### config.mk
export PLATFORM = sky130hd
export DESIGN_NAME = pll_drp_reconfig
export DESIGN_NICKNAME = d
export VERILOG_FILES = /design/src/rtl/pll_drp_pkg.sv /design/src/rtl/pll_drp_reconfig_sync.sv /design/src/rtl/pll_drp_reconfig.sv
export SDC_FILE = /design/constraint.sdc
export NUM_CORES = 1
export LEC_CHECK = 0
export CORE_MARGIN = 8
export CORE_UTILIZATION = 45
export CTS_CLUSTER_DIAMETER = 100
export DETAILED_ROUTE_END_ITERATION = 7
export DONT_BUFFER_PORTS = 1
export PLACE_DENSITY = 0.68
export SLEW_MARGIN = 40
export SYNTH_ARGS = -nofsm -noshare
export SYNTH_HDL_FRONTEND = slang
export SYNTH_SLANG_ARGS = --single-unit
### constraint.sdc
create_clock -name clk_i -period 5.6 [get_ports clk_i]
set_input_delay 0.56 -clock clk_i [delete_from_list [all_inputs] [get_ports clk_i]]
set_output_delay 0.56 -clock clk_i [all_outputs]
set_load 0.02 [all_outputs]
### src/rtl/pll_drp_pkg.sv
// pll_drp_pkg: states, DRP register map and counter encoding for the PLL reconfiguration sequencer
package pll_drp_pkg;
  typedef enum logic [3:0] {
    S_IDLE, S_CHECK, S_RST, S_RD_REQ, S_RD_WAIT, S_WR_REQ, S_WR_WAIT, S_RELEASE, S_LOCK, S_DONE, S_ERR
  } state_e;
  localparam logic [6:0] ADDR_FB1 = 7'h14;
  localparam logic [6:0] ADDR_FB2 = 7'h15;
  localparam logic [6:0] ADDR_CO1 = 7'h08;
  localparam logic [6:0] ADDR_CO2 = 7'h09;
  localparam logic [15:0] KEEP1 = 16'h1000;
  localparam logic [15:0] KEEP2 = 16'hFF00;
  localparam logic [6:0] MULT_MIN = 7'd2;
  localparam logic [6:0] MULT_MAX = 7'd64;
  localparam logic [7:0] DIV_MIN = 8'd1;
  localparam logic [7:0] DIV_MAX = 8'd128;
  typedef struct packed {
    logic [5:0] hi;
    logic [5:0] lo;
    logic       edg;
    logic       nocount;
  } cnt_t;
  function automatic cnt_t cnt_enc(input logic [7:0] d);
    logic [7:0] h;
    logic [7:0] l;
    h = d >> 1;
    l = d - h;
    cnt_enc.hi = (d == 8'd1) ? 6'd1 : h[5:0];
    cnt_enc.lo = (d == 8'd1) ? 6'd1 : l[5:0];
    cnt_enc.edg = (d == 8'd1) ? 1'b0 : d[0];
    cnt_enc.nocount = d == 8'd1;
  endfunction
  function automatic logic [6:0] drp_addr(input logic [1:0] i);
    drp_addr = i == 2'd0 ? ADDR_FB1 : i == 2'd1 ? ADDR_FB2 : i == 2'd2 ? ADDR_CO1 : ADDR_CO2;
  endfunction
  function automatic logic [15:0] merge(input logic [1:0] i, input logic [15:0] rd,
                                        input logic [6:0] mult, input logic [7:0] div0);
    cnt_t c;
    c = cnt_enc(i[1] ? div0 : {1'b0, mult});
    merge = i[0] ? (rd & KEEP2) | {8'h00, c.edg, c.nocount, 6'h00} : (rd & KEEP1) | {4'h0, c.hi, c.lo};
  endfunction
endpackage

### src/rtl/pll_drp_reconfig_sync.sv
// pll_drp_reconfig_sync: multi-flop synchroniser for an asynchronous level
module pll_drp_reconfig_sync #(
  parameter int Stages = 2
) (
  input  logic clk_i,
  input  logic rst_ni,
  input  logic d_i,
  output logic q_o
);
  logic [Stages-1:0] r_q;
  always_ff @(posedge clk_i or negedge rst_ni)
    if (!rst_ni) r_q <= '0;
    else r_q <= Stages'({r_q, d_i});
  assign q_o = r_q[Stages-1];
endmodule

### src/rtl/pll_drp_reconfig.sv
// pll_drp_reconfig: reprograms PLL feedback and CLKOUT0 counters over DRP, then waits for relock
module pll_drp_reconfig
  import pll_drp_pkg::*;
#(
  parameter int DrpTimeout     = 64,
  parameter int LockTimeout    = 65535,
  parameter int LockSyncStages = 2
) (
  input  logic        clk_i,
  input  logic        rst_ni,
  input  logic        req_valid_i,
  output logic        req_ready_o,
  input  logic [6:0]  mult_i,
  input  logic [7:0]  div0_i,
  output logic        busy_o,
  output logic        done_o,
  output logic        err_o,
  output logic [6:0]  drp_daddr_o,
  output logic        drp_den_o,
  output logic        drp_dwe_o,
  output logic [15:0] drp_di_o,
  input  logic [15:0] drp_do_i,
  input  logic        drp_drdy_i,
  output logic        pll_rst_o,
  input  logic        pll_locked_i
);
  localparam int CW = $clog2((DrpTimeout > LockTimeout ? DrpTimeout : LockTimeout) + 1);
  state_e r_state, w_next;
  logic [1:0] r_idx, w_idx;
  logic [CW-1:0] r_cnt;
  logic [6:0] r_mult;
  logic [7:0] r_div;
  logic w_locked, w_legal, w_drp_to, w_lock_to;
  logic r_ready, r_busy, r_done, r_err, r_den, r_dwe, r_pll_rst;
  logic [6:0] r_daddr;
  logic [15:0] r_di;
  pll_drp_reconfig_sync #(.Stages(LockSyncStages)) u_lock_sync (
    .clk_i (clk_i),
    .rst_ni(rst_ni),
    .d_i   (pll_locked_i),
    .q_o   (w_locked)
  );
  assign w_legal = r_mult >= MULT_MIN && r_mult <= MULT_MAX && r_div >= DIV_MIN && r_div <= DIV_MAX;
  assign w_drp_to = r_cnt == CW'(DrpTimeout - 1);
  assign w_lock_to = r_cnt == CW'(LockTimeout - 1);
  assign w_idx = r_state == S_RST ? 2'd0 : (r_state == S_WR_WAIT && drp_drdy_i) ? r_idx + 2'd1 : r_idx;
  always_comb begin
    w_next = r_state;
    case (r_state)
      S_IDLE:    w_next = (req_valid_i && r_ready) ? S_CHECK : S_IDLE;
      S_CHECK:   w_next = w_legal ? S_RST : S_ERR;
      S_RST:     w_next = S_RD_REQ;
      S_RD_REQ:  w_next = S_RD_WAIT;
      S_RD_WAIT: w_next = drp_drdy_i ? S_WR_REQ : w_drp_to ? S_ERR : S_RD_WAIT;
      S_WR_REQ:  w_next = S_WR_WAIT;
      S_WR_WAIT: w_next = drp_drdy_i ? (r_idx == 2'd3 ? S_RELEASE : S_RD_REQ) : w_drp_to ? S_ERR : S_WR_WAIT;
      S_RELEASE: w_next = S_LOCK;
      S_LOCK:    w_next = w_locked ? S_DONE : w_lock_to ? S_ERR : S_LOCK;
      default:   w_next = S_IDLE;
    endcase
  end
  // Outputs are registered decodes of the next state so reset forces every one of them low.
  always_ff @(posedge clk_i or negedge rst_ni) begin
    if (!rst_ni) begin
      r_state <= S_IDLE;
      r_idx <= '0;
      r_cnt <= '0;
      r_mult <= '0;
      r_div <= '0;
      r_ready <= 1'b0;
      r_busy <= 1'b0;
      r_done <= 1'b0;
      r_err <= 1'b0;
      r_den <= 1'b0;
      r_dwe <= 1'b0;
      r_pll_rst <= 1'b0;
      r_daddr <= '0;
      r_di <= '0;
    end else begin
      r_state <= w_next;
      r_idx <= w_idx;
      r_cnt <= (w_next != r_state) ? '0 : r_cnt + CW'(1);
      if (req_valid_i && r_ready) begin
        r_mult <= mult_i;
        r_div <= div0_i;
      end
      r_ready <= w_next == S_IDLE;
      r_busy <= w_next != S_IDLE;
      r_done <= w_next == S_DONE;
      r_err <= w_next == S_ERR;
      r_den <= w_next == S_RD_REQ || w_next == S_WR_REQ;
      r_dwe <= w_next == S_WR_REQ;
      r_pll_rst <= w_next inside {S_RST, S_RD_REQ, S_RD_WAIT, S_WR_REQ, S_WR_WAIT};
      r_daddr <= (w_next == S_RD_REQ || w_next == S_WR_REQ) ? drp_addr(w_idx) : '0;
      r_di <= w_next == S_WR_REQ ? merge(r_idx, drp_do_i, r_mult, r_div) : '0;
    end
  end
  assign req_ready_o = r_ready;
  assign busy_o = r_busy;
  assign done_o = r_done;
  assign err_o = r_err;
  assign drp_den_o = r_den;
  assign drp_dwe_o = r_dwe;
  assign drp_daddr_o = r_daddr;
  assign drp_di_o = r_di;
  assign pll_rst_o = r_pll_rst;
endmodule

==> results.toml, run 1 <==
[setup_path]
worstReg2RegStart = "r_idx[1]"
cp-startpoint = "r_idx[1]"
crit_type = "register to register"
worstPathRequired_ps = 5810
worstSetupStartpointType = "register"
worst-r2r-cell-count = 7
arrival_ps = 2600
crit_fanout = 12
timing.rr.end = "drp_di_o[5]"
end_kind = "register"
endpoint = "drp_di_o[5]"
ff2ff_setup_slack_ps = 3210

[pwr]
powerDensity_nw_per_um2 = 528
ir_drop_v = 0.000155
cellLeakagePower_nw = 1.58
power.total_mw = 1.82

[clocking]
insertion_delay_ps = 330
htree_num_levels = 3
cts_tree = "done"
cts_buffers = 9
cts.reportedPaths.clkPinSlew_ps = 70
root_buffer = "clkbuf_8"
ctsResizeCount = 0
clock_sinks = 65
clockBufferDepth = 2

[global_route]
grt_start_max_net_pins = 66
antenna_found_initial = 2
grt_pass1_wl_um = 10300
grt_overflow_total = 0
grt_pass1_vias = 2086
grt_usage_pct = 13.2

[layout]
nNetsFinal = 346
multi_input_area_um2 = 1420
drive_gt1_share_pct = 15.6
seqCellArea_um2 = 1630
area_growth_pct = 7.57
final_util_pct = 50.5
fill_cells = 638
fin_area_um2 = 3450

[timing]
clock-skew-final_ps = 5.14
relSlewSlack_pct = 54.5
finalHoldViolCount = 0
fin_setup_tns_ps = 0
setup_viol = 0
period_share_pct = 42.7
fmax_mhz = 418
rsz0062_at_grt = "no"
tightest_slew_ps = 682
timing.final.crit_period_ps = 2390
slew_violations = 0

[synthesis]
synth-edff-count = 0
ys_seq_area_share_pct = 50.7
synth_commonest_cells = "65 x dfrtp_1, 39 x nor2_1, 20 x inv_1"
synth.distinct_cells = 56
yosysMostFrequentCell = "dfrtp_1"
syn_area_per_cell_um2 = 10.8
synth_flop_cell = "dfrtp_1"
synth_area_um2 = 3210
async_reset_ff_share_pct = 100
synth_top_area_share_pct = 50.7
synth_seq_cells = 65
synth.top_cells.by_area = "dfrtp_1 51%, mux2_2 5.6%, nor2_1 4.6%"
synthCells = 298
yosysTopAreaCell = "dfrtp_1"
synth_warnings = 0

[hold_path]
min_path_type = "input port to async pin"

[drt]
via_count = 2067
route.detailed.drc = 0
ant_nets = 0
totalWireLength_um = 6110
drt-initial-drc-count = 110
vias_per_cell = 5.18
post_drt_wl_per_cell_um = 15.3
drt_pass1_iterations = 4

[flow_run]
cap_violations = 0

[placement]
port_buffers = 0
dp_hpwl_um = 4440
place_area_um2 = 3240
gp_congestion = 0.790

[floorplan]
die_width_um = 100
rows = 30
num_io_pins = 66
die-area_um2 = 10100
core_um2 = 6830
chipHeight_um = 100
start_util_pct = 47.0

[outcome]
status = "finished, final reports clean"
## registers in the layout, summed over array words and instances (netlist names)
signal           cells
req_ready_o          1
err_o                1
drp_dwe_o            1
u_lock_sync.r_q      2
pll_rst_o            1
r_div                8
r_cnt               16
r_mult               7
busy_o               1
done_o               1
drp_daddr_o          3
r_state              4
r_idx                2
drp_den_o            1
drp_di_o            16
## timing repair
action / CTS / global route
buffers inserted: 0 / 0
hold buffers: 1 / 0
endpoints found under the hold margin: 65 / 0
## layout by cell type, fill, tap and decap left out, types with 2 or more instances in the layout
cell / count
xor2_1: 8
dfrtp_1: 65
nor2b_1: 3
a21oi_1: 6
o21ai_0: 7
and4_2: 2
or3_1: 4
nor4_1: 3
nor2_1: 39
mux2_2: 16
xnor2_1: 12
ha_1: 11
conb_1: 3
a21o_1: 2
inv_1: 20
and2_1: 2
nor3_1: 7
clkbuf_8: 12
and3_1: 6
mux2i_1: 7
nand4_1: 3
o21ai_1: 2
nand3_1: 10
nand2_1: 19
## logic make-up after synthesis
family,count (synthesis),synth area share [%]
AND/OR/NAND/NOR,109,17.2
multiplexers,23,7.80
other,1,0.117
XOR/XNOR,20,5.46
buffers and inverters,34,5.34
adder cells (fa/ha/maj),12,4.91
flip-flops,65,50.7
AO/OA/AOI/OAI,34,8.50
## worst max-delay path, cell delays in order (launching register included)
cell and delay (ps):
dfrtp_1 630, mux2i_1 570, ha_1 340, a21oi_1 160
o21bai_1 110, a31o_2 270, xnor2_1 140, nor2_1 50
## through the flow
step / setup slack (ps) / cells / hold slack [ps]
2_1_floorplan: 3440 / 300 / 264
3_3_place_gp: 3280 / 382 / 267
3_5_place_dp: 3200 / 382 / 266
4_1_cts: 3190 / 398 / 97.2
5_1_grt: 2960 / 399 / 89.1
6_report: 3210 / 399 / 94.8
## routing by layer
metal  up-vias  GRT usage [%]  part of all wire [%]
li1       1003              -                     -
met1       996           16.0                    45
met2        57           20.6                    46
met3         9           4.91                   7.4
met4         2           5.47                   1.5
met5         -              0                  0.13
## worst min-delay path by stage
stage                 from            to
finish              rst_ni  drp_di_o[12]
global placement    rst_ni  drp_di_o[12]
global route        rst_ni  drp_di_o[12]
detailed placement  rst_ni  drp_di_o[12]
CTS                 rst_ni  drp_di_o[12]
floorplan           rst_ni        busy_o
## cell type report
class                           instances  share of cell area (%)
Timing Repair Buffer                    1                   0.798
Antenna cell                            1                  0.0725
Inverter                               20                    2.18
Multi-Input combinational cell        201                    41.1
Clock inverter                          2                   0.363
Clock buffer                           13                    4.89
Tap cell                               96                    3.48
Sequential cell                        65                    47.1
## power by group
group	internal, mW	switching (mW)	total [mW]
Clock	0.194	0.165	0.359
Combinational	0.339	0.384	0.723
Sequential	0.580	0.160	0.740
Total	1.11	0.709	1.82
No activity file was read; power rests on OpenSTA's default activity.
==> inputs of run 2 (changes only) <==
==> constraint.sdc (replaced) <==
create_clock -name clk_i -period 2.4 [get_ports clk_i]
set_input_delay 0.24 -clock clk_i [delete_from_list [all_inputs] [get_ports clk_i]]
set_output_delay 0.24 -clock clk_i [all_outputs]
set_load 0.02 [all_outputs]
==> run 2 against run 1 <==
Net effect:
- via count rose by 1.2%
- combinational power grew to 2.5 times the previous value
- die area is the same
- routed wire length up 0.49%
- cell area increased by 2.2%
- critical path type unchanged
==> results.toml, run 2 (same netlist as run 1, synthesis figures left out) <==
[clocking]
clockBufferDepth = 2
root_buffer = "clkbuf_8"
cts.reportedPaths.clkPinSlew_ps = 70
htree_num_levels = 3
cts_buffers = 9
insertion_delay_ps = 340
clock_sinks = 65
cts_tree = "done"
cts_setup_buffers = 0

[floorplan]
chipHeight_um = 100
rows = 30
num_io_pins = 66
start_util_pct = 47.0
die_width_um = 100
core_um2 = 6830
die-area_um2 = 10100

[drt]
topRoutingLayerUsed = "met5"
post_drt_wl_per_cell_um = 14.9
dr_wl_met3_um = 437
route.detailed.drc = 0
drt_pass1_iterations = 4
via_count = 2091
totalWireLength_um = 6140
wl_met1_um = 2740
ant_nets = 0
drt-initial-drc-count = 90
vias_per_cell = 5.08
wl_met2_um = 2830

[setup_path]
path_buf_inv = 2
worstPathCellList = "mux2_2 > inv_1 > ha_1 > inv_1 > fa_1 > a21o_1 > a21oi_1 > xnor2_1 > nor2_1"
cp_common_cell = "inv_1"
crit_slowest_cell = "dfrtp_1"
crit_type = "register to register"
worstPathRequired_ps = 2630
crit_fanout = 5
worstSetupStartpointType = "register"
cpLargestDelayFamily = "adder cells"
end_kind = "register"
arrival_ps = 2390
max_stage_delay_ps = 460

[layout]
final-instance-count-excl-fill = 412
drive_gt1_share_pct = 18.4
final_common_cell = "dfrtp_1"
area_growth_pct = 9.95
fill_cells = 637
mostFrequentLayoutCells = "65 x dfrtp_1, 39 x nor2_1, 20 x inv_1"
nNetsFinal = 358
final_util_pct = 51.6

[placement]
place_ws_ps = 245
dp_hpwl_um = 4480
place_inst = 392
gp_congestion = 0.790
port_buffers = 0

[global_route]
grt_pass1_wl_um = 10100
grt_pass1_vias = 2128
grt_overflow_total = 0
grt_start_max_net_pins = 66
grt_usage_pct = 12.9
antenna_found_initial = 2

[timing]
rsz0062_at_grt = "no"
fmax_mhz = 461
hold_ws_ps = 14.3
layout_setup_ws_ps = 233
finalHoldViolCount = 0
setup_viol = 0
timing.final.crit_period_ps = 2170
fin_setup_tns_ps = 0
clock-skew-final_ps = 7.57
relSlewSlack_pct = 63.7
period_share_pct = 90.3
tightest_slew_ps = 529
slew_violations = 0

[hold_path]
min_path_type = "input port to register"

[flow_run]
cap_violations = 0

[pwr]
cellLeakagePower_nw = 1.63
ir_drop_v = 0.000362
powerDensity_nw_per_um2 = 1220

[outcome]
status = "finished, final reports clean"
run 2: cell count changes in the layout (fill, tap and decap cells not counted):
cell,change
clkinvlp_4,+1
buf_4,+10
clkinv_2,+3
dlygate4sd3_1,+2
clkbuf_8,-3
run 2: final cells by class:
class | instances | area [µm²] | share of cell area, %
sequential | 65 | 1630 | 46.1
timing repair buffer | 13 | 123 | 3.48
clock inverter | 6 | 35.0 | 0.993
multi-input combinational | 201 | 1420 | 40.2
tap | 96 | 120 | 3.41
inverter | 20 | 75.1 | 2.13
antenna | 1 | 2.50 | 0.0709
clock buffer | 10 | 128 | 3.62
run 2: repair_timing:
item,4_1_cts,5_1_grt
endpoints found under the hold margin,66,0
resized for setup,0,0
hold buffers,3,0
run 2: report_power, final:
| group | total, mW | switching, mW | internal [mW] |
|---|---|---|---|
| Sequential | 1.69 | 0.333 | 1.35 |
| Combinational | 1.84 | 0.942 | 0.903 |
| Clock | 0.774 | 0.407 | 0.367 |
run 2: final timing paths:
path                               startpoint            endpoint  slack, ps  cells after the start
setup reg to reg                     r_idx[1]         drp_di_o[4]        230                      9
min in group asynchronous              rst_ni         drp_di_o[7]        450                      2
hold / removal                   drp_do_i[10]        drp_di_o[10]         10                      2
max in group asynchronous              rst_ni            r_cnt[2]       1690                      2
setup / recovery                     r_idx[1]         drp_di_o[4]        230                      9
hold reg to reg            u_lock_sync.r_q[0]  u_lock_sync.r_q[1]        350                      0
run 2: layer usage:
metal  global-route usage, %  vias up
met4                    5.93        2
met5                       0        -
met1                    15.0      999
li1                        -     1026
met3                    4.57       14
met2                    20.9       50
run 2: through the flow:
stage | cell area [µm²] | power [mW]
2_1_floorplan | 3220 | 3.15
3_3_place_gp | 3310 | 3.50
3_5_place_dp | 3310 | 3.53
4_1_cts | 3520 | 4.36
5_1_grt | 3530 | 4.70
6_report | 3530 | 4.31
